$ cat config.mk
export PLATFORM = sky130hd
export DESIGN_NAME = as_imem_ctrl_flat
export DESIGN_NICKNAME = d
export VERILOG_FILES = /design/src/rtl/as_imem_ctrl_pkg.sv /design/src/rtl/as_imem_ctrl_if.sv /design/src/rtl/as_imem_scan_fifo.sv /design/src/rtl/as_imem_ctrl.sv /design/src/flat_wrapper.sv
export SDC_FILE = /design/constraint.sdc
export NUM_CORES = 1
export LEC_CHECK = 0
export BUFFER_PORTS_ARGS = -buffer_cell sky130_fd_sc_hd__buf_2
export CAP_MARGIN = 10
export CORE_ASPECT_RATIO = 1.5
export CORE_MARGIN = 3
export CORE_UTILIZATION = 54
export CTS_CLUSTER_DIAMETER = 100
export DETAILED_ROUTE_END_ITERATION = 10
export PLACE_DENSITY = 0.8
export SETUP_SLACK_MARGIN = 0.02
export SLEW_MARGIN = 20
export SYNTH_ARGS = -nofsm -noshare
export SYNTH_HDL_FRONTEND = slang
export SYNTH_SLANG_ARGS = --single-unit
$ cat constraint.sdc
create_clock -name clk_i -period 2.6 [get_ports clk_i]
set_clock_uncertainty 0.1 [all_clocks]
set_input_delay 0.26 -clock clk_i [delete_from_list [all_inputs] [get_ports clk_i]]
set_output_delay 0.26 -clock clk_i [all_outputs]
set_load 0.01 [all_outputs]
$ cat src/rtl/as_imem_ctrl_pkg.sv
// as_pack: shared widths, controller state encoding, NOP constant and the
// scan-word layout used by the IMEM load controller.
package as_pack;

    localparam int imem_addr_width = 12;
    localparam int instr_width     = 32;

    typedef enum logic [1:0] {
        LOAD    = 2'd0,
        RELEASE = 2'd1,
        RUN     = 2'd2
    } imem_ctrl_state_t;

    // addi x0, x0, 0
    localparam logic [31:0] NOP_INSTR = 32'h00000013;

    // Scan word as delivered by the TAP data register; LSB is the write flag.
    typedef struct packed {
        logic [imem_addr_width-1:0] addr;
        logic [instr_width-1:0]     instr;
        logic                       we;
    } imem_scan_word_t;

    // Byte address is usable for a word write only when it is word aligned.
    function automatic logic is_word_aligned(input logic [1:0] lsb);
        return (lsb == 2'b00);
    endfunction

endpackage

$ cat src/rtl/as_imem_ctrl_if.sv
// as_imem_ctrl_if: scan handshake, core fetch port and IMEM port of the
// IMEM load controller. The controller side uses the slave modport.
interface as_imem_ctrl_if import as_pack::*; #(
    parameter int IMEM_AW = imem_addr_width,
    parameter int INSTR_W = instr_width
);
    logic                       scan_valid;
    logic                       scan_ready;
    logic [IMEM_AW+INSTR_W:0]   scan_word;

    logic                       core_req;
    logic [IMEM_AW-1:0]         core_addr;
    logic [INSTR_W-1:0]         core_instr;
    logic                       core_stall;

    logic [IMEM_AW-3:0]         imem_addr;
    logic [INSTR_W-1:0]         imem_wdata;
    logic                       imem_we;
    logic [INSTR_W-1:0]         imem_rdata;

    modport master (
        output scan_valid, scan_word, core_req, core_addr, imem_rdata,
        input  scan_ready, core_instr, core_stall, imem_addr, imem_wdata, imem_we
    );

    modport slave (
        input  scan_valid, scan_word, core_req, core_addr, imem_rdata,
        output scan_ready, core_instr, core_stall, imem_addr, imem_wdata, imem_we
    );
endinterface

$ cat src/rtl/as_imem_scan_fifo.sv
// as_imem_scan_fifo: small synchronous FIFO for scan words. The head entry is
// visible combinationally so the controller can decide and pop in one cycle.
// DEPTH must be a power of two so the pointers wrap naturally.
module as_imem_scan_fifo #(
    parameter int WIDTH = 8,
    parameter int DEPTH = 4
) (
    input  logic             clk_i,
    input  logic             rst_i,
    input  logic             push_i,
    input  logic [WIDTH-1:0] din_i,
    input  logic             pop_i,
    output logic [WIDTH-1:0] dout_o,
    output logic             full_o,
    output logic             empty_o
);
    localparam int PW = (DEPTH > 1) ? $clog2(DEPTH) : 1;

    logic [PW-1:0]    wr_ptr_reg, rd_ptr_reg;
    logic [PW:0]      count_reg, count_next;
    logic             push_ok, pop_ok;
    logic [WIDTH-1:0] rd_data [DEPTH];

    assign full_o  = (count_reg == (PW+1)'(DEPTH));
    assign empty_o = (count_reg == '0);
    assign push_ok = push_i && !full_o;
    assign pop_ok  = pop_i && !empty_o;
    assign dout_o  = rd_data[rd_ptr_reg];

    // Storage entries are not reset; the pointers define what is valid.
    genvar gi;
    generate
        for (gi = 0; gi < DEPTH; gi++) begin : g_entry
            logic [WIDTH-1:0] entry_reg;
            // Capture the incoming word into the slot the write pointer selects.
            always_ff @(posedge clk_i) begin
                if (push_ok && (wr_ptr_reg == PW'(gi)))
                    entry_reg <= din_i;
            end
            assign rd_data[gi] = entry_reg;
        end
    endgenerate

    // Occupancy follows push/pop; simultaneous push and pop leave it unchanged.
    always_comb begin
        count_next = count_reg;
        case ({push_ok, pop_ok})
            2'b10:   count_next = count_reg + 1'b1;
            2'b01:   count_next = count_reg - 1'b1;
            default: count_next = count_reg;
        endcase
    end

    // Pointer and occupancy state; reset flushes the buffer.
    always_ff @(posedge clk_i or negedge rst_i) begin
        if (!rst_i) begin
            wr_ptr_reg <= '0;
            rd_ptr_reg <= '0;
            count_reg  <= '0;
        end else begin
            if (push_ok) wr_ptr_reg <= wr_ptr_reg + 1'b1;
            if (pop_ok)  rd_ptr_reg <= rd_ptr_reg + 1'b1;
            count_reg <= count_next;
        end
    end

endmodule

$ cat src/rtl/as_imem_ctrl.sv
// as_imem_ctrl: buffers JTAG scan words, loads them into the IMEM while the
// core is held in reset, then shares the single IMEM port between core fetch
// and late debug writes (writes win, the core is stalled for that cycle).
// Optional feature macro: AS_IMEM_WRCOUNT_EN enables the write counter and
// the sticky misaligned-write error flag; otherwise both outputs read 0.
module as_imem_ctrl import as_pack::*; #(
    parameter int IMEM_AW     = imem_addr_width,
    parameter int INSTR_W     = instr_width,
    parameter int FIFO_DEPTH  = 4,
    parameter int HOLD_CYCLES = 16
) (
    input  logic           clk_i,
    input  logic           rst_i,
    as_imem_ctrl_if.slave  bus,
    output logic           core_rst_o,
    output logic           load_active_o,
    output logic           err_o,
    output logic [15:0]    wr_count_o
);
    localparam int SW_W = IMEM_AW + INSTR_W + 1;
    localparam int HC_W = $clog2(HOLD_CYCLES + 1);

    localparam logic [1:0] ST_LOAD    = LOAD;
    localparam logic [1:0] ST_RELEASE = RELEASE;
    localparam logic [1:0] ST_RUN     = RUN;

    localparam logic [HC_W-1:0]    HOLD_LOAD = HC_W'(HOLD_CYCLES - 1);
    localparam logic [INSTR_W-1:0] NOP_W     = INSTR_W'(NOP_INSTR);

    logic [1:0]         state_reg, state_next;
    logic [HC_W-1:0]    hold_cnt_reg, hold_cnt_next;

    logic [SW_W-1:0]    head_word;
    logic [IMEM_AW-1:0] head_addr;
    logic [INSTR_W-1:0] head_instr;
    logic               head_we;
    logic               fifo_full, fifo_empty, fifo_pop;
    logic               wr_fire, misaligned_drop, release_pop, in_run;

    assign head_we    = head_word[0];
    assign head_instr = head_word[INSTR_W:1];
    assign head_addr  = head_word[SW_W-1 -: IMEM_AW];

    assign bus.scan_ready = !fifo_full;

    // The head is consumed every cycle except while the release hold runs.
    assign fifo_pop        = !fifo_empty && (state_reg != ST_RELEASE);
    assign wr_fire         = fifo_pop && head_we && is_word_aligned(head_addr[1:0]);
    assign misaligned_drop = fifo_pop && head_we && !is_word_aligned(head_addr[1:0]);
    assign release_pop     = fifo_pop && !head_we && (state_reg == ST_LOAD);
    assign in_run          = (state_reg == ST_RUN);

    as_imem_scan_fifo #(
        .WIDTH (SW_W),
        .DEPTH (FIFO_DEPTH)
    ) u_scan_fifo (
        .clk_i   (clk_i),
        .rst_i   (rst_i),
        .push_i  (bus.scan_valid),
        .din_i   (bus.scan_word),
        .pop_i   (fifo_pop),
        .dout_o  (head_word),
        .full_o  (fifo_full),
        .empty_o (fifo_empty)
    );

    // Load/release/run sequencing. The hold counter reaches 0 on the same edge
    // that enters RUN, so core reset drops exactly HOLD_CYCLES after the pop.
    always_comb begin
        state_next    = state_reg;
        hold_cnt_next = hold_cnt_reg;
        case (state_reg)
            ST_LOAD: begin
                if (release_pop) begin
                    hold_cnt_next = HOLD_LOAD;
                    state_next    = (HOLD_CYCLES == 1) ? ST_RUN : ST_RELEASE;
                end
            end
            ST_RELEASE: begin
                if (hold_cnt_reg != '0)
                    hold_cnt_next = hold_cnt_reg - 1'b1;
                if (hold_cnt_reg <= HC_W'(1))
                    state_next = ST_RUN;
            end
            ST_RUN:  state_next = ST_RUN;
            default: state_next = ST_LOAD;
        endcase
    end

    // Controller state registers.
    always_ff @(posedge clk_i or negedge rst_i) begin
        if (!rst_i) begin
            state_reg    <= ST_LOAD;
            hold_cnt_reg <= '0;
        end else begin
            state_reg    <= state_next;
            hold_cnt_reg <= hold_cnt_next;
        end
    end

    // Port arbitration: a head write owns the port; otherwise the core does in RUN.
    always_comb begin
        bus.imem_we    = wr_fire;
        bus.imem_wdata = wr_fire ? head_instr : '0;
        bus.imem_addr  = '0;
        bus.core_instr = NOP_W;
        bus.core_stall = bus.core_req;
        if (wr_fire)
            bus.imem_addr = head_addr[IMEM_AW-1:2];
        else if (in_run)
            bus.imem_addr = bus.core_addr[IMEM_AW-1:2];
        if (in_run && !wr_fire) begin
            bus.core_instr = bus.imem_rdata;
            bus.core_stall = 1'b0;
        end
    end

    // Reset is derived straight from the state so it follows rst_i asynchronously.
    assign core_rst_o    = !in_run;
    assign load_active_o = !in_run;

`ifdef AS_IMEM_WRCOUNT_EN
    logic [15:0] wr_count_reg;
    logic        err_reg;
    logic        unused_bits;

    // Saturating write counter and sticky misaligned-write flag.
    always_ff @(posedge clk_i or negedge rst_i) begin
        if (!rst_i) begin
            wr_count_reg <= '0;
            err_reg      <= 1'b0;
        end else begin
            if (wr_fire && (wr_count_reg != 16'hFFFF))
                wr_count_reg <= wr_count_reg + 1'b1;
            if (misaligned_drop)
                err_reg <= 1'b1;
        end
    end

    assign wr_count_o  = wr_count_reg;
    assign err_o       = err_reg;
    assign unused_bits = ^bus.core_addr[1:0];
`else
    logic unused_bits;

    assign wr_count_o  = '0;
    assign err_o       = 1'b0;
    assign unused_bits = ^{bus.core_addr[1:0], misaligned_drop};
`endif

endmodule

$ cat src/flat_wrapper.sv
// flat-port wrapper written by rule: the top's interface ports become plain ports
module as_imem_ctrl_flat import as_pack::*;
#(
    parameter int IMEM_AW     = imem_addr_width,
    parameter int INSTR_W     = instr_width,
    parameter int FIFO_DEPTH  = 4,
    parameter int HOLD_CYCLES = 16
)
  (clk_i, rst_i, core_rst_o, load_active_o, err_o, wr_count_o, bus_scan_valid, bus_scan_word, bus_core_req, bus_core_addr, bus_imem_rdata, bus_scan_ready, bus_core_instr, bus_core_stall, bus_imem_addr, bus_imem_wdata, bus_imem_we);
  as_imem_ctrl_if #(.IMEM_AW(IMEM_AW), .INSTR_W(INSTR_W)) bus_i ();
  input  logic clk_i;
  input  logic rst_i;
  output logic core_rst_o;
  output logic load_active_o;
  output logic err_o;
  output logic [15:0] wr_count_o;
  input wire logic [$bits(bus_i.scan_valid)-1:0] bus_scan_valid;
  input wire logic [$bits(bus_i.scan_word)-1:0] bus_scan_word;
  input wire logic [$bits(bus_i.core_req)-1:0] bus_core_req;
  input wire logic [$bits(bus_i.core_addr)-1:0] bus_core_addr;
  input wire logic [$bits(bus_i.imem_rdata)-1:0] bus_imem_rdata;
  output wire logic [$bits(bus_i.scan_ready)-1:0] bus_scan_ready;
  output wire logic [$bits(bus_i.core_instr)-1:0] bus_core_instr;
  output wire logic [$bits(bus_i.core_stall)-1:0] bus_core_stall;
  output wire logic [$bits(bus_i.imem_addr)-1:0] bus_imem_addr;
  output wire logic [$bits(bus_i.imem_wdata)-1:0] bus_imem_wdata;
  output wire logic [$bits(bus_i.imem_we)-1:0] bus_imem_we;
  assign bus_i.scan_valid = bus_scan_valid;
  assign bus_i.scan_word = bus_scan_word;
  assign bus_i.core_req = bus_core_req;
  assign bus_i.core_addr = bus_core_addr;
  assign bus_i.imem_rdata = bus_imem_rdata;
  assign bus_scan_ready = bus_i.scan_ready;
  assign bus_core_instr = bus_i.core_instr;
  assign bus_core_stall = bus_i.core_stall;
  assign bus_imem_addr = bus_i.imem_addr;
  assign bus_imem_wdata = bus_i.imem_wdata;
  assign bus_imem_we = bus_i.imem_we;
  as_imem_ctrl #(.IMEM_AW(IMEM_AW), .INSTR_W(INSTR_W), .FIFO_DEPTH(FIFO_DEPTH), .HOLD_CYCLES(HOLD_CYCLES)) u_core (.clk_i(clk_i), .rst_i(rst_i), .bus(bus_i), .core_rst_o(core_rst_o), .load_active_o(load_active_o), .err_o(err_o), .wr_count_o(wr_count_o));
endmodule
# Word level (Yosys, flattened, before mapping)
# Cells that the tools add are included.
dict set report classes {
  eq_ne 12
  bitwise 1
  n_lt_le_gt_ge 2
  add_sub_neg 5
  muxes 15
  n_reduce_logical 26
}
# cell count
set op_table {}
lappend op_table {{$bmux W45 S2} 1}
lappend op_table {{$mux W45} 2}
lappend op_table {{$mux W32} 2}
lappend op_table {{$mux W10} 2}
lappend op_table {{$logic_and A1 B1 Y1} 12}
lappend op_table {{$mux W5} 2}
lappend op_table {{$pmux W5 S2} 1}
lappend op_table {{$eq A2 B2 Y1 const B} 4}
lappend op_table {{$ne A2 B1 Y1 const B} 4}
lappend op_table {{$eq A2 B1 Y1 const B} 3}
lappend op_table {{$logic_not A2 Y1} 3}
lappend op_table {{$pmux W2 S3} 1}
lappend op_table {{$pmux W3 S2} 1}
lappend op_table {{$le A5 B1 Y1 const B} 1}
lappend op_table {{$logic_not A1 Y1} 5}
lappend op_table {{$reduce_bool A5 Y1} 1}
lappend op_table {{$sub A5 B1 Y5 const B} 1}
lappend op_table {{$add A2 B1 Y2 const B} 2}
lappend op_table {{$mux W2} 2}
lappend op_table {{$reduce_bool A2 Y1} 2}
lappend op_table {{$add A3 B1 Y3 const B} 1}
lappend op_table {{$eq A3 B3 Y1 const B} 1}
lappend op_table {{$ge A3 B3 Y1 const B} 1}
lappend op_table {{$logic_not A3 Y1} 1}
lappend op_table {{other kinds (5)} 5}
dict set report totals {
  out_inout_bits 96
  inputBits 93
  wordCells 70
  register_bits 194
}

# Logic depth before layout (Yosys ltp)
# Gate-level depths: netlist of the first run.
dict set report logic_depth {
  word_depth 9
  depth_mapped 9
  mapped_depth_nobuf 9
}

# Cells and area by module
# Synthesis of the first run repeated with hierarchy kept, for this count alone.
dict set report hier_totals {
  hier_cells 463
  area_unflattened_um2 8262.9
}
# mod cells_each n_inst area_each_um2 seq_area_each_um2
set by_module_without_submodules {}
lappend by_module_without_submodules {as_imem_scan_fifo 273 1 6910.4 5580.4}
lappend by_module_without_submodules {as_imem_ctrl 190 1 1352.5 175.2}

# Worst setup path after synthesis of the first run
# Ideal clock, no wire load.
dict set report synth_path {
  path_type {reg-to-reg}
  startpoint {register u_core.u_scan_fifo.count_reg[0]}
  endpoint {register u_core.u_scan_fifo.g_entry[1].entry_reg[0], enable pin}
  path_stages_with_launch 4
  t_arrival_ns 1.765
  synth_period_minus_slack_ns 2.272
  n_path_buf 0
  slack_ns 0.328
  required_time_ns 2.093
  setup_ns 0.407
  cell_sequence {dfrtp_1 > nor2_1 > nand2_1 > and3_1}
}
dict set report synth_via {
  elab_chain_cells 4
}
# item line
set synth_rtl {}
lappend synth_rtl {{from (decl)} as_imem_scan_fifo.sv:20} ;# logic [PW:0] count_reg, count_next;
lappend synth_rtl {{from (signal assigned)} as_imem_scan_fifo.sv:63} ;# count_reg <= count_next;
lappend synth_rtl {{$eq A3 B3 Y1} as_imem_scan_fifo.sv:24} ;# assign full_o = (count_reg == (PW+1)'(DEPTH));
lappend synth_rtl {{$logic_not A1 Y1} --}
lappend synth_rtl {{net bus_scan_ready} flat_wrapper.sv:22} ;# output wire logic [$bits(bus_i.scan_ready)-1:0] bus_scan_ready;
lappend synth_rtl {{$logic_and A1 B1 Y1} as_imem_scan_fifo.sv:26} ;# assign push_ok = push_i && !full_o;
lappend synth_rtl {{$logic_and A1 B1 Y1} as_imem_scan_fifo.sv:37} ;# if (push_ok && (wr_ptr_reg == PW'(gi)))
lappend synth_rtl {{to (signal assigned)} as_imem_scan_fifo.sv:38} ;# entry_reg <= din_i;
lappend synth_rtl {{to (decl)} as_imem_scan_fifo.sv:34} ;# logic [WIDTH-1:0] entry_reg;
# The timed path passes the listed nets, and every way through them passes these cells.
# A chain may end at the register's enable or synchronous reset.

# Worst setup path after layout of the first run
dict set report layout_path {
  startpoint {register u_core.u_scan_fifo.rd_ptr_reg[0]}
  endpoint {output port bus_imem_addr[7]}
}
dict set report layout_via {
  elab_chain_cells 7
  word_cells_on_any_way 8
  classes_between {mux (4); bitwise (1); reduce/logical (3)}
}
# item line
set layout_rtl {}
lappend layout_rtl {{from (decl)} as_imem_scan_fifo.sv:19} ;# logic [PW-1:0] wr_ptr_reg, rd_ptr_reg;
lappend layout_rtl {{from (signal assigned)} as_imem_scan_fifo.sv:62} ;# if (pop_ok) rd_ptr_reg <= rd_ptr_reg + 1'b1;
lappend layout_rtl {{$not A2 Y3 (not written as such) (*)} as_imem_scan_fifo.sv:28} ;# assign dout_o = rd_data[rd_ptr_reg];
lappend layout_rtl {{$bmux W45 S2 (*)} as_imem_scan_fifo.sv:28}
lappend layout_rtl {{$mux W45 (not written as such) (*) (2 in a row)} as_imem_scan_fifo.sv:28}
lappend layout_rtl {{$logic_not A2 Y1 / $logic_and A1 B1 Y1 (equally long branches)} {as_imem_ctrl_pkg.sv:26, as_imem_ctrl.sv:48}}
lappend layout_rtl {{$logic_and A1 B1 Y1} as_imem_ctrl.sv:48} ;# assign wr_fire = fifo_pop && head_we && is_word_aligned(head_addr[1:0]);
lappend layout_rtl {{$mux W10 (*)} as_imem_ctrl.sv:108} ;# if (wr_fire)
lappend layout_rtl {{to (decl)} flat_wrapper.sv:25} ;# output wire logic [$bits(bus_i.imem_addr)-1:0] bus_imem_addr;
# Mark *: on every way between the ends. The rest lies on a longest branch, timed or not. The select of a mux whose other input is x is not followed.

==> results of run 1 <==
==> routing by layer <==
layer,vias up,share of wire,GRT usage
li1,2176,-,-
met1,2422,0.35,0.2378
met2,196,0.57,0.3817
met3,23,0.062,0.05324
met4,0,0.016,0.07160
met5,-,0,0
==> cell usage in the layout, fill, tap and decap left out, types with 7 or more instances in the layout <==
master,n
and3_1,28
buf_12,7
buf_2,168
buf_4,9
clkbuf_16,21
conb_1,17
dfrtp_1,12
dlygate4sd3_1,46
edfxtp_1,180
ha_1,10
inv_1,20
mux2i_1,10
mux4_2,43
nand2_1,12
nor2b_1,30
==> metrics by stage <==
step / instances / utilization / worst slack, ps / cell area (um2)
finish: 890 / 0.7132 / 18.37 / 10460
CTS: 883 / 0.7000 / -28.47 / 10260
global placement: 803 / 0.6260 / 301.4 / 9179
detailed placement: 803 / 0.6260 / 224.2 / 9179
floorplan: 469 / - / 328.0 / 8185
global route: 890 / 0.7132 / -82.49 / 10460
==> worst paths after layout <==
path / end / slack, ps
max: bus_imem_addr[7] / 20
min: u_core.u_scan_fifo.wr_ptr_reg[0]$_DFFE_PN0P_ / 180
max reg2reg: u_core.u_scan_fifo.count_reg[2]$_DFFE_PN0P_ / 340
min reg2reg: u_core.u_scan_fifo.count_reg[2]$_DFFE_PN0P_ / 400
max in group asynchronous: u_core.u_scan_fifo.rd_ptr_reg[0]$_DFFE_PN0P_ / 1930
min in group asynchronous: u_core.hold_cnt_reg[2]$_DFFE_PN0P_ / 190
==> worst reg2reg max path, stage by stage (launching register included) <==
cell	delay [ps]
dfrtp_1	430
nor2_1	60
nand2_1	190
and2_1	230
inv_1	70
ha_1	240
fa_1	450
xnor2_1	140
nor2_1	130
xor2_1	160
==> kinds of logic after synthesis <==
kind of cell | Yosys count
AOI/OAI and AO/OA | 19
muxes | 57
adders and majority gates | 12
xor gates and xnor gates | 6
other | 1
and+or+nand+nor | 101
DFF | 194
buffers and inverters | 63
==> cell usage after synthesis (all sizes together), types with 6 or more instances <==
cell and instances:
nand2 12, dfrtp 14, nor2b 33, ha 11
edfxtp 180, nor2 7, clkbuf 14, a21oi 6
mux4 43, inv 20, buf 29, and3 33
mux2i 10
==> final cells by class <==
cell class / instances / area (um2) / share of cell area
clock buffer: 18 / 429.2 / 0.04104
clock inverter: 13 / 151.4 / 0.01448
inverter: 20 / 75.07 / 0.007180
multi-input combinational: 212 / 2152 / 0.2058
sequential: 194 / 5761 / 0.5509
tap: 196 / 245.2 / 0.02345
timing repair buffer: 237 / 1643 / 0.1571
==> timing repair <==
action                                  CTS  global route
hold endpoints to repair                194             0
pin swaps                                 0             2
resized for setup                         6            15
setup buffers                             3             2
cloned                                    0             5
hold buffers                             46             0
endpoints found under the setup margin   76            75
==> where the power goes <==
group	internal [mW]	switching (mW)	total, mW
sequential	4.15	0.237	4.38
combinational	2.21	2.28	4.49
clock	1.43	1.11	2.54
total	7.79	3.63	11.4
==> metrics.cfg, run 1 <==
[detailed_routing]
wirelength_um = 17450
first_iter_violations = 344
wl_per_cell_um = 19.61
post-route-drc-count = 0
viasPerCell = 5.412
drtAntennaViolNets = 0
dr.pass1.iters = 4
num_vias = 4817

[cells_and_area]
largest_register_ffs = 180
post_route_cells_drive_above_1_share = 0.4078
fin_nets = 787
diodes = 0
syn2layout_area_growth_pct = 28.69
fillers = 895

[logic_synthesis]
synth_cell_types = 38
synth_area_leader_cell = edfxtp_1
synth.area.top_cells = edfxtp_1, mux4_2, dfrtp_1
synthXorXnorAreaFrac = 0.006468
synth-main-ff-cell = edfxtp_1
avgSynthCellArea_um2 = 17.94
synth_simple_gate_area_frac = 0.07330
synth_fa_ha_area_frac = 0.01940
ys_warn_count = 0
synth_top_family_by_area = multiplexers
yosys.area.top_type_share = 0.6652
synth_compound_area_frac = 0.01524
ys_ff_latch = 194
synth_edf_count = 180
seq_area_frac_synth = 0.7083
netlist_area_um2 = 8125
syn_inst = 453
synthArstFlopShare = 0.07216
muxShareOfSynthArea = 0.1370

[clock_tree]
h-tree-depth = 4
numCtsBuffers = 17
clk_path_buf_depth = 2
cts-root-buf = clkbuf_16
cts_tree = yes
worstSkewPairLatency_ps = 410
cts_sinks = 194
cts.clk_slew.worst_paths_ps = 60

[sta]
period_share = 0.9929
timing.fmax_ghz = 0.3874
rsz0062_at_grt = true
setup_tns_ps = 0
report.final.slew_viol_count = 0
setup_viol = 0
min_period_ps = 2582
hold_viol_final = 0
whs_ps = 182.7

[run_status]
status = complete, no violations

[critical_path]
cp_max_fo = 7
r2r_cells = 9
endpoint_kind = output port
critPathMaxStageDelay_ps = 520
cp.arrival_ps = 2220
cp_cell_sequence = mux4_2 -> nand4_1 -> buf_6 -> buf_12 -> mux2i_1 -> buf_2
crit_path_start = u_core.u_scan_fifo.rd_ptr_reg[0]$_DFFE_PN0P_
path_delay_family = multiplexers
worstSetupPathDepth = 6
required_ps = 2240
cp-start-kind = flip-flop
crit_type = flip-flop to output port
critical_path_buf_inv_count = 3
r2r-start = u_core.u_scan_fifo.count_reg[0]$_DFFE_PN0P_
cp_slowest_cell = mux4_2

[grt]
grt_overflow = 0
grt_first_pass_wirelength_um = 26200
grt_max_degree = 45
antenna_found_initial = 0
grt_pass1_vias = 5000
track_usage = 0.2089

[hold_path]
hold_class = input port to flip-flop
holdCritStartpoint = bus_scan_valid
min_delay_path_depth = 3

[power]
p_leak_nw = 4.216
p_per_area_nw_per_um2 = 1092
finalPower_mw = 11.42
ir_drop_mv = 0.8600

[floorplan]
boundaryPins = 189
dieHeight_um = 156.2
num_rows = 54
coreArea_um2 = 14660
start_util = 0.5542
die_area_um2 = 16590
die_w_um = 106.2

[placed_design]
dp_hpwl_um = 10570
place_congestion = 0.7403
numPortBuffers = 169

[flow_run]
cap_violations = 0

(Power assumes the default switching activity.)
==> run 2, diff against run 1 <==
--- a/config.mk
+++ b/config.mk
@@ -5,7 +5,7 @@
 export SDC_FILE = /design/constraint.sdc
 export NUM_CORES = 1
 export LEC_CHECK = 0
-export BUFFER_PORTS_ARGS = -buffer_cell sky130_fd_sc_hd__buf_2
+export BUFFER_PORTS_ARGS = -buffer_cell sky130_fd_sc_hd__buf_4
 export CAP_MARGIN = 10
 export CORE_ASPECT_RATIO = 1.5
 export CORE_MARGIN = 3
@@ -13,7 +13,6 @@
 export CTS_CLUSTER_DIAMETER = 100
 export DETAILED_ROUTE_END_ITERATION = 10
 export PLACE_DENSITY = 0.8
-export SETUP_SLACK_MARGIN = 0.02
 export SLEW_MARGIN = 20
 export SYNTH_ARGS = -nofsm -noshare
 export SYNTH_HDL_FRONTEND = slang
==> constraint.sdc (replaced) <==
create_clock -name clk_i -period 2.85 [get_ports clk_i]
set_clock_uncertainty 0.1 [all_clocks]
set_input_delay 0.285 -clock clk_i [delete_from_list [all_inputs] [get_ports clk_i]]
set_output_delay 0.285 -clock clk_i [all_outputs]
set_load 0.01 [all_outputs]
==> run 2 against run 1 <==
Die area stayed put. Worst hold slack got worse by 5.3 ps. Combinational power shrank 12%. Critical path depth unchanged. Register-to-register slack better by 320 ps. Cell count down 1.1%. Non-clock buffer count fell by 11. Critical path type unchanged. Critical endpoint is now bus_imem_addr[2]. Largest cell class unchanged. Highest routed layer unchanged.
==> metrics.cfg, run 2 (synthesized netlist as in run 1, its figures left out) <==
[detailed_routing]
wirelength_um = 16710
wl_per_cell_um = 18.98
drtAntennaViolNets = 0
first_iter_violations = 273
num_vias = 4647
post-route-drc-count = 0
viasPerCell = 5.281
dr.pass1.iters = 4

[grt]
met3_usage = 0.04045
grtUsageMet2 = 0.3886
grt_first_pass_wirelength_um = 26000
grt_pass1_vias = 4850
grt_max_degree = 60
globalRouteMet1Util = 0.2394
antenna_found_initial = 0
grt.busiest_layer = met2
track_usage = 0.2057
grt_overflow = 0

[sta]
rsz0062_at_grt = false
timing.fmax_ghz = 0.3708
period_share = 0.9464
setup_tns_ps = 0
relSlewSlack = 0.5562
report.final.slew_viol_count = 0
hold_viol_final = 0
min_period_ps = 2697
setup_viol = 0
worst_slack_ps = 152.8
tightest_slew_ps = 665.8

[clock_tree]
h-tree-depth = 4
cts.clk_slew.worst_paths_ps = 70
numCtsBuffers = 17
clk_path_buf_depth = 2
cts_tree = yes
worstSkewPairLatency_ps = 410
cts-root-buf = clkbuf_16
cts_sinks = 194

[critical_path]
r2r_cells = 9
r2r-start = u_core.u_scan_fifo.count_reg[0]$_DFFE_PN0P_
endpoint_kind = output port
cp.arrival_ps = 2310
ff2ff_setup_slack_ps = 660
reg2reg_to = u_core.u_scan_fifo.count_reg[2]$_DFFE_PN0P_
crit_path_start = u_core.u_scan_fifo.rd_ptr_reg[0]$_DFFE_PN0P_
cp-start-kind = flip-flop
required_ps = 2470
crit_type = flip-flop to output port
worstSetupEndpoint = bus_imem_addr[2]
cp_max_fo = 59

[floorplan]
boundaryPins = 189
dieHeight_um = 156.2
die_w_um = 106.2
coreArea_um2 = 14660
num_rows = 54
die_area_um2 = 16590
start_util = 0.5542

[flow_run]
cap_violations = 0

[placed_design]
numPortBuffers = 169
dp_slack_ps = 506.0
dp_hpwl_um = 10840
place_congestion = 0.7315
dp.cells = 802

[hold_path]
hold_class = input port to asynchronous set/reset pin

[power]
p_per_area_nw_per_um2 = 959.5
finalPower_mw = 10.21
ir_drop_mv = 0.6374
p_leak_nw = 4.195

[run_status]
status = complete, no violations

[cells_and_area]
final_common_cell = edfxtp_1
post_route_cells_drive_above_1_share = 0.3889
fin_util = 0.7261
largest_register_ffs = 180
final_cell_mix = edfxtp_1, buf_4, dlygate4sd3_1
syn2layout_area_growth_pct = 31.01
diodes = 0
fin_nets = 776
instances_no_fill = 880

run 2: per-stage QoR:
stage / hold WS [ps] / area (um2)
2_1_floorplan: -110.6 / 8185
3_3_place_gp: 40.63 / 9619
3_5_place_dp: 48.16 / 9619
4_1_cts: 171.1 / 10640
5_1_grt: 184.0 / 10650
6_report: 177.4 / 10650
run 2: metal layers:
| metal | vias up | part of all wire |
|---|---|---|
| met3 | 9 | 0.051 |
| met4 | 0 | 0.0071 |
| met1 | 2345 | 0.37 |
| met5 | - | 0 |
| li1 | 2141 | - |
| met2 | 152 | 0.58 |
run 2: repair_timing:
item | CTS | global route
resized for setup | 0 | 2
hold buffers | 46 | 0
endpoints found under the setup margin | 0 | 66
buffers inserted | 0 | 0
endpoints found under the hold margin | 194 | 0
run 2: worst min-delay path by stage:
stage	start	to	slack, ps
3_3_place_gp	rst_i	u_core.hold_cnt_reg[4]$_DFFE_PN0P_	40
2_1_floorplan	rst_i	u_core.hold_cnt_reg[0]$_DFFE_PN0P_	-110
5_1_grt	rst_i	u_core.hold_cnt_reg[2]$_DFFE_PN0P_	180
3_5_place_dp	rst_i	u_core.hold_cnt_reg[2]$_DFFE_PN0P_	50
6_report	rst_i	u_core.hold_cnt_reg[2]$_DFFE_PN0P_	180
4_1_cts	rst_i	u_core.hold_cnt_reg[2]$_DFFE_PN0P_	170
run 2: worst max-delay path, stage by stage (launching register included):
cell,delay (ps)
dfrtp_4,520
buf_12,220
a211o_1,280
nand4_1,160
buf_12,270
mux2i_1,250
buf_4,150
run 2: area by class of cell:
| type | count | area, um2 |
|---|---|---|
| sequential | 194 | 5761 |
| fill | 846 | 4016 |
| multi-input combinational | 212 | 2117 |
| timing repair buffer | 226 | 1887 |
| clock buffer | 18 | 429.2 |
| tap | 196 | 245.2 |
| clock inverter | 14 | 131.4 |
| inverter | 20 | 75.07 |
run 2: report_power, final:
part	switching, mW	total, mW	internal [mW]
Combinational	1.93	3.95	2.02
Clock	1.01	2.23	1.22
Sequential	0.250	4.03	3.78
==> run 3, diff against run 2 <==
--- a/config.mk
+++ b/config.mk
@@ -7,7 +7,6 @@
 export LEC_CHECK = 0
 export BUFFER_PORTS_ARGS = -buffer_cell sky130_fd_sc_hd__buf_4
 export CAP_MARGIN = 10
-export CORE_ASPECT_RATIO = 1.5
 export CORE_MARGIN = 3
 export CORE_UTILIZATION = 54
 export CTS_CLUSTER_DIAMETER = 100
==> run 3 against run 2 <==
Clock power shrank 2%. Wire length shrank 0.68%. Worst hold slack lost 3.7 ps. Cell count shrank 0.91%. Flip-flop and latch count is the same. Maximum frequency shrank 2.7%.
==> metrics.cfg, run 3 (synthesized netlist as in run 1, its figures left out) <==
[power]
pwr-share-clk = 0.214
p_per_area_nw_per_um2 = 960.4
ir_drop_mv = 0.7675
p_sw_mw = 3.182
swShare = 0.3111
p_comb_frac = 0.395
internal_power_mw = 7.046
p_leak_nw = 4.196
pwr-share-seq = 0.391

[flow_run]
cap_violations = 0

[sta]
timing.fmax_ghz = 0.3608
hold_viol_final = 0
setup_viol = 0
period_share = 0.9724
whs_ps = 173.7
report.final.slew_viol_count = 0
rsz0062_at_grt = false
min_period_ps = 2771

[clock_tree]
clk_path_buf_depth = 2
h-tree-depth = 4
cts_tree = yes
cts-root-buf = clkbuf_16
numCtsBuffers = 17
worstSkewPairLatency_ps = 430
cts.clk_slew.worst_paths_ps = 60
cts_sinks = 194

[grt]
grt_overflow = 0
grt_pass1_vias = 4843
track_usage = 0.2087
grt_max_degree = 52
antenna_found_initial = 0
grt_first_pass_wirelength_um = 25670

[detailed_routing]
wl_per_cell_um = 19.03
first_iter_violations = 263
drtAntennaViolNets = 0
dr.pass1.iters = 4
num_vias = 4673
post-route-drc-count = 0
viasPerCell = 5.359
wirelength_um = 16590

[critical_path]
cp.arrival_ps = 2390
r2r-start = u_core.state_reg[1]$_DFFE_PN0P_
required_ps = 2470
crit_type = flip-flop to output port
cp_slowest_cell = dfrtp_1
endpoint_kind = output port
cp_cell_sequence = inv_1 -> ha_2 -> nor2_2 -> nand4_1 -> clkbuf_16 -> nor2b_1 -> buf_4
cp_max_fo = 51
critical_path_buf_inv_count = 3
cp-start-kind = flip-flop
critPathMaxStageDelay_ps = 380
crit_path_start = u_core.state_reg[1]$_DFFE_PN0P_
path_delay_family = simple AND/OR/NAND/NOR gates

[cells_and_area]
post_route_cells_drive_above_1_share = 0.3910
final_common_cell = edfxtp_1
syn2layout_area_growth_pct = 31.06
largest_register_ffs = 180
diodes = 0
fin_util = 0.7272
fin_nets = 780
final_cell_mix = edfxtp_1, buf_4, dlygate4sd3_1

[floorplan]
num_rows = 44
die_area_um2 = 16550
coreArea_um2 = 14640
start_util = 0.5549
boundaryPins = 189
dieHeight_um = 128.7
die_w_um = 128.7

[hold_path]
hold_class = input port to asynchronous set/reset pin

[run_status]
status = complete, no violations

[placed_design]
place_congestion = 0.7308
numPortBuffers = 169
dp_hpwl_um = 9922

==> run 3: path summary, 6_finish.rpt <==
path / slack, ps / endpoint / depth (start not counted)
max: 80 / bus_imem_wdata[6] / 7
min: 170 / u_core.u_scan_fifo.wr_ptr_reg[0]$_DFFE_PN0P_ / 2
max reg2reg: 510 / u_core.u_scan_fifo.count_reg[2]$_DFFE_PN0P_ / 8
min reg2reg: 400 / u_core.u_scan_fifo.count_reg[2]$_DFFE_PN0P_ / 1
max in group asynchronous: 2270 / u_core.u_scan_fifo.rd_ptr_reg[0]$_DFFE_PN0P_ / 2
min in group clk_i: 180 / u_core.u_scan_fifo.wr_ptr_reg[0]$_DFFE_PN0P_ / 3
==> run 3: per-layer routing <==
metal  vias up  GRT usage  routed length, um
li1       2152          -                  -
met1      2285     0.2510               6287
met2       214     0.3607               8644
met3        22    0.05853               1328
met4         0    0.07844                333
met5         -          0                  0
==> run 3: layout make-up <==
cell class              instances  area (um2)
clock buffers                  20       436.7
clock inverters                12       107.6
fillers                       907        3995
inverters                      20       75.07
multi-input cells             212        2117
flip-flops and latches        194        5761
well taps                     184       230.2
repair buffers                230        1922
==> run 3: power groups by stage <==
stage | Clock (mW) | Combinational, mW | Sequential, mW
after global routing | 2.35 | 4.42 | 4.05
after CTS | 2.22 | 4.00 | 4.03
after global placement | 0 | 3.84 | 4.03
after floorplan | 0 | 2.57 | 3.98
after detailed placement | 0 | 3.90 | 4.08
final | 2.19 | 4.04 | 4.00
==> run 3: per-stage QoR <==
stage	area (um2)	total power [mW]	TNS (ps)	std cells	setup WS (ps)
after detailed placement	9592	7.983	0	790	416.2
after CTS	10600	10.24	-187.8	868	-50.04
after global placement	9592	7.869	0	790	472.1
after global routing	10650	10.82	0	872	5.019
final	10650	10.23	0	872	78.67
after floorplan	8185	6.544	0	469	578.0
==> run 3: worst register-to-register path: stages (launching register included) <==
cell	delay, ps
dfrtp_1	400
inv_1	110
ha_2	340
nor2_2	120
ha_1	260
fa_1	470
xnor2_1	150
nor2_1	140
xor2_1	160
==> run 3: what timing repair did <==
action,CTS,global route
setup buffers,0,4
resized for setup,1,2
cloned,0,0
endpoints found under the hold margin,194,0
setup endpoints to repair,15,54
hold buffers,46,0
